**src/rtl/cmult_pkg.sv**
```systemverilog
// Shared types and width helpers for the complex-multiply sequencer.
package cmult_pkg;

  typedef enum logic [2:0] {
    IDLE = 3'd0,
    M0   = 3'd1,
    M1   = 3'd2,
    M2   = 3'd3,
    M3   = 3'd4,
    FIN  = 3'd5
  } state_t;

  function automatic int unsigned prod_w(input int unsigned w);
    return 2 * w;
  endfunction

  function automatic int unsigned res_w(input int unsigned w);
    return 2 * w + 1;
  endfunction

  localparam int unsigned WIDTH_DEF = 8;
  localparam int unsigned PROD_W    = prod_w(WIDTH_DEF);
  localparam int unsigned RES_W     = res_w(WIDTH_DEF);

endpackage

```
**src/rtl/cmult_sched_mult_unit.sv**
```systemverilog
// Shared signed WIDTH x WIDTH multiplier with a registered full-width product.
module mult_unit
  import cmult_pkg::*;
#(
  parameter int unsigned WIDTH = 8
) (
  input  logic                       clk,
  input  logic                       reset_n,
  input  logic signed [WIDTH-1:0]    i_a,
  input  logic signed [WIDTH-1:0]    i_b,
  output logic signed [2*WIDTH-1:0]  o_p
);

  localparam int unsigned PW = prod_w(WIDTH);

  logic signed [PW-1:0] r_p;

  always_ff @(posedge clk or negedge reset_n) begin
    if (!reset_n) begin
      r_p <= '0;
    end else begin
      r_p <= PW'(i_a) * PW'(i_b);
    end
  end

  assign o_p = r_p;

endmodule

```
**src/rtl/cmult_sched.sv**
```systemverilog
// Complex multiply sequencer: four partial products through one shared multiplier.
module cmult_sched
  import cmult_pkg::*;
#(
  parameter int unsigned WIDTH = 8
) (
  input  logic                     clk,
  input  logic                     reset_n,
  input  logic                     start,
  input  logic signed [WIDTH-1:0]  re_a,
  input  logic signed [WIDTH-1:0]  im_a,
  input  logic signed [WIDTH-1:0]  re_q,
  input  logic signed [WIDTH-1:0]  im_q,
  output logic                     busy,
  output logic                     done,
  output logic signed [2*WIDTH:0]  re_res,
  output logic signed [2*WIDTH:0]  im_res
);

  localparam int unsigned PW = prod_w(WIDTH);
  localparam int unsigned RW = res_w(WIDTH);

  state_t                  r_state;
  logic signed [WIDTH-1:0] r_re_a;
  logic signed [WIDTH-1:0] r_im_a;
  logic signed [WIDTH-1:0] r_re_q;
  logic signed [WIDTH-1:0] r_im_q;
  logic signed [RW-1:0]    r_re_acc;
  logic signed [RW-1:0]    r_im_acc;
  logic signed [RW-1:0]    r_re_res;
  logic signed [RW-1:0]    r_im_res;
  logic                    r_done;

  logic signed [WIDTH-1:0] w_mul_a;
  logic signed [WIDTH-1:0] w_mul_b;
  logic signed [PW-1:0]    w_prod;

  // Operand selection for the partial product issued in each state.
  always_comb begin
    w_mul_a = '0;
    w_mul_b = '0;
    case (r_state)
      M0: begin w_mul_a = r_re_a; w_mul_b = r_re_q; end
      M1: begin w_mul_a = r_im_a; w_mul_b = r_im_q; end
      M2: begin w_mul_a = r_re_a; w_mul_b = r_im_q; end
      M3: begin w_mul_a = r_im_a; w_mul_b = r_re_q; end
      default: begin w_mul_a = '0; w_mul_b = '0; end
    endcase
  end

  mult_unit #(
    .WIDTH (WIDTH)
  ) u_mult (
    .clk     (clk),
    .reset_n (reset_n),
    .i_a     (w_mul_a),
    .i_b     (w_mul_b),
    .o_p     (w_prod)
  );

  // Each state consumes the product issued one state earlier.
  always_ff @(posedge clk or negedge reset_n) begin
    if (!reset_n) begin
      r_state  <= IDLE;
      r_re_a   <= '0;
      r_im_a   <= '0;
      r_re_q   <= '0;
      r_im_q   <= '0;
      r_re_acc <= '0;
      r_im_acc <= '0;
      r_re_res <= '0;
      r_im_res <= '0;
      r_done   <= 1'b0;
    end else begin
      r_done <= 1'b0;
      case (r_state)
        IDLE: begin
          if (start) begin
            r_re_a  <= re_a;
            r_im_a  <= im_a;
            r_re_q  <= re_q;
            r_im_q  <= im_q;
            r_state <= M0;
          end
        end
        M0: r_state <= M1;
        M1: begin
          r_re_acc <= RW'(w_prod);
          r_state  <= M2;
        end
        M2: begin
          r_re_acc <= r_re_acc - RW'(w_prod);
          r_state  <= M3;
        end
        M3: begin
          r_im_acc <= RW'(w_prod);
          r_state  <= FIN;
        end
        FIN: begin
          r_re_res <= r_re_acc;
          r_im_res <= r_im_acc + RW'(w_prod);
          r_done   <= 1'b1;
          r_state  <= IDLE;
        end
        default: r_state <= IDLE;
      endcase
    end
  end

  assign busy   = (r_state != IDLE);
  assign done   = r_done;
  assign re_res = r_re_res;
  assign im_res = r_im_res;

endmodule
```
**config.mk**
```make
export PLATFORM = sky130hd
export DESIGN_NAME = cmult_sched
export DESIGN_NICKNAME = d
export VERILOG_FILES = /design/src/rtl/cmult_pkg.sv /design/src/rtl/cmult_sched_mult_unit.sv /design/src/rtl/cmult_sched.sv
export SDC_FILE = /design/constraint.sdc
export NUM_CORES = 1
export LEC_CHECK = 0
export BUFFER_PORTS_ARGS = -buffer_cell sky130_fd_sc_hd__buf_4
export CORE_MARGIN = 3
export CORE_UTILIZATION = 57
export DETAILED_ROUTE_END_ITERATION = 12
export PLACE_DENSITY = 0.76
export SYNTH_ARGS = -nofsm -noshare
export SYNTH_HDL_FRONTEND = slang
export SYNTH_SLANG_ARGS = --single-unit
```
**constraint.sdc**
```tcl
create_clock -name clk -period 10.1 [get_ports clk]
set_clock_uncertainty 0.2 [all_clocks]
set_input_delay 2.02 -clock clk [delete_from_list [all_inputs] [get_ports clk]]
set_output_delay 2.02 -clock clk [all_outputs]
set_load 0.05 [all_outputs]
```
==> results.md <==
* DR vias/cell at 5.63
* Post-CTS setup buffer count at 0
* Register area at 2980 um^2
* Crit path DAT at 6560 ps
* H-tree depth at 4
* Syn nets at 1049
* Fmax at 155 MHz
* Fin crit period at 6450 ps
* Synth Flop Type: dfrtp_1
* Post-layout util at 67.8%
* Chip Height at 130 um
* Multi-input logic area at 5210 um^2
* Commonest cells in the netlist: dfrtp_1, inv_1, nand2_1
* Initial Util at 59.2%
* CP startpoint kind: flop
* CTS clk-pin slew, worst paths at 50 ps
* HPWL after detailed placement at 13.5 mm
* CP Class: flop to flop
* Critical Path Stages at 16
* Max-Cap Viols at 0
* Synth cell types at 72
* Detailed-route DRC error count at 0
* Worst Max-Slew Pin Slew at 1050 ps
* Gr usage total at 23.2%
* CP Capture Type: flop
* Vias in the first global route at 6670
* Antenna Nets Post-Route at 0
* Post-CTS Hold Buffers at 0
* IO Pins at 71
* Clk_lat worst skew at 420 ps
* Post-synthesis cell area at 8730 um^2
* Layout cell share with drive strength beyond 1 at 17.5%
* Mapped Cells at 896
* Iteration-0 DRC count of the detailed router at 285
* CTS root buffer: clkbuf_16
* Number of register bits inferred by synthesis at 119
* Hold path depth at 2
* First-pass GRT wire length at 31.2 mm
* Number of cells after detailed placement at 1129
* Final Cycle Share at 63.8%
* Pre-antenna DRT Iters at 5
* Number of flops mapped to enable cells by yosys at 0
* Final setup viols at 0
* Seq/Total Area, Yosys at 34.1%
* Total core area at 14800 um^2
* Maximum buffer depth of the clock tree at 2
* Most frequent cell after synthesis: dfrtp_1
* Most used cell, CP: fa_1
* Min-Delay Path Class: flop to flop
* Final Non-Filler Cells at 1160
* Largest fanout on the critical path at 33
* CTS tree: done
* Ant. Diodes at 0
* Routed WL at 17.9 mm
* Status: finished clean
* Syn avg cell area at 9.75 um^2
* CP peak stage delay at 710 ps
* Row count at 44
* R2R depth at 16
* Via count at 6526
* Post-CTS resize count at 0
* Post-DR wirelength/cell at 15.5 um
* Final Max Slew Viols at 0
* Die width at 130 um
* CP Data Required Time at 10210 ps
* Net count reported at finish at 1117
* Synth top area share at 34.1%
* Initial antenna violation count at 0
* Hold Vio Cnt, Final at 0
* Relative slew slack at 30.1%
* RSZ-0062 raised after global routing: no
* Synth area leaders: dfrtp_1, fa_1, ha_1, mux2_2, inv_1
* Async SR Flop Fraction at 100%
* Slowest cell on crit path: a21oi_1
* Inserted Clock Buffers at 17
* Crit-path cells: or2b_4 > a21oi_1 > a22oi_1 > or2_2 > fa_1 > fa_1 > inv_1 > fa_1 > inv_1 > fa_1 > inv_1 > ha_1 > a21oi_2 > o211a_1 > or3_1 > o311ai_1
* Fillers at 1176
* Area delta synth->final at 14.5%
* Cell accounting for the most synthesized area: dfrtp_1
* PortBufs at 70
* Delay-heaviest family, CP: adder cells
* YS warnings at 0
* Full die area at 16800 um^2
* Buffers plus inverters on the worst setup path at 3
* GPL Wtd Cong at 0.904
* Post-route setup TNS at 0 ps
* CTS Sinks at 119
* Largest net degree at the start of global routing at 86
* Congestion Overflow GR at 0
[logic make-up (layout without fill, tap and decap cells)]
| kind of cell | Yosys count | count (layout) | synth area share [%] |
|---|---|---|---|
| AND/OR/NAND/NOR | 249 | 249 | 12.8 |
| AO/OA/AOI/OAI | 179 | 179 | 14.2 |
| buffers and inverters | 138 | 218 | 6.28 |
| flip-flops | 119 | 119 | 34.1 |
| adder cells (fa/ha/maj) | 118 | 118 | 21.8 |
| multiplexers | 58 | 58 | 7.32 |
| XOR/XNOR | 35 | 35 | 3.51 |
[sequential cells by signal (all words and copies together) (netlist names)]
name,cells
r_state,3
re_res,17
im_res,17
done,1
r_re_acc,17
r_re_a,8
r_im_a,8
u_mult.o_p,16
r_re_q,8
r_im_acc,16
r_im_q,8
[cell usage in the layout, fill, tap and decap left out, drive strengths merged, types with 9 or more instances in the layout]
cell type and count:
xnor2 26, ha 61, a22o 10, xor2 9, a211oi 13, mux2 47, nand2b 12, nor3 13
nor2 69, a21oi 38, inv 113, o21ai 51, nand3 12, dfrtp 119, fa 57, nor2b 9
clkbuf 21, nand2 109, buf 74, a22oi 14, mux2i 11
[metrics by stage]
| stage | hold slack [ps] | cell area (um^2) | setup WS (ps) |
|---|---|---|---|
| 2_1_floorplan | 250 | 8730 | 4820 |
| 3_3_place_gp | 261 | 9400 | 3890 |
| 3_5_place_dp | 265 | 9400 | 3640 |
| 4_1_cts | 278 | 10000 | 3640 |
| 5_1_grt | 293 | 10000 | 3170 |
| 6_report | 272 | 10000 | 3650 |
[area by class of cell]
cell class              count  share of cell area, %
repair buffers             74                   5.56
inverters                 113                   4.24
clock inverters            10                   1.53
flip-flops and latches    119                   29.8
multi-input cells         639                   52.1
clock buffers              21                   4.51
well taps                 184                   2.30
[layer usage]
layer	share of wire, %	GRT usage (%)
met5	0	0
met1	43	29.4
met2	50	40.1
met3	4.2	4.83
met4	2.3	7.58
[final timing paths]
check | from | end | slack [ps]
worst max-delay path | r_state[1] | u_mult.o_p[14] | 3650
worst max register to register | r_state[1] | u_mult.o_p[14] | 3650
worst min register to register | re_res[10] | re_res[10] | 270
min in group asynchronous | reset_n | im_res[3] | 1350
worst min-delay path | re_res[10] | re_res[10] | 270
max in group asynchronous | reset_n | u_mult.o_p[12] | 6960
[worst min-delay path: cells and delay by family, from the launching register on]
family | cells | cell delay [ps]
simple gates | 2 | 100
flops | 1 | 340
Power is not shown: default switching activity piles up to over one toggle a cycle in this logic, so the estimate is an artifact.
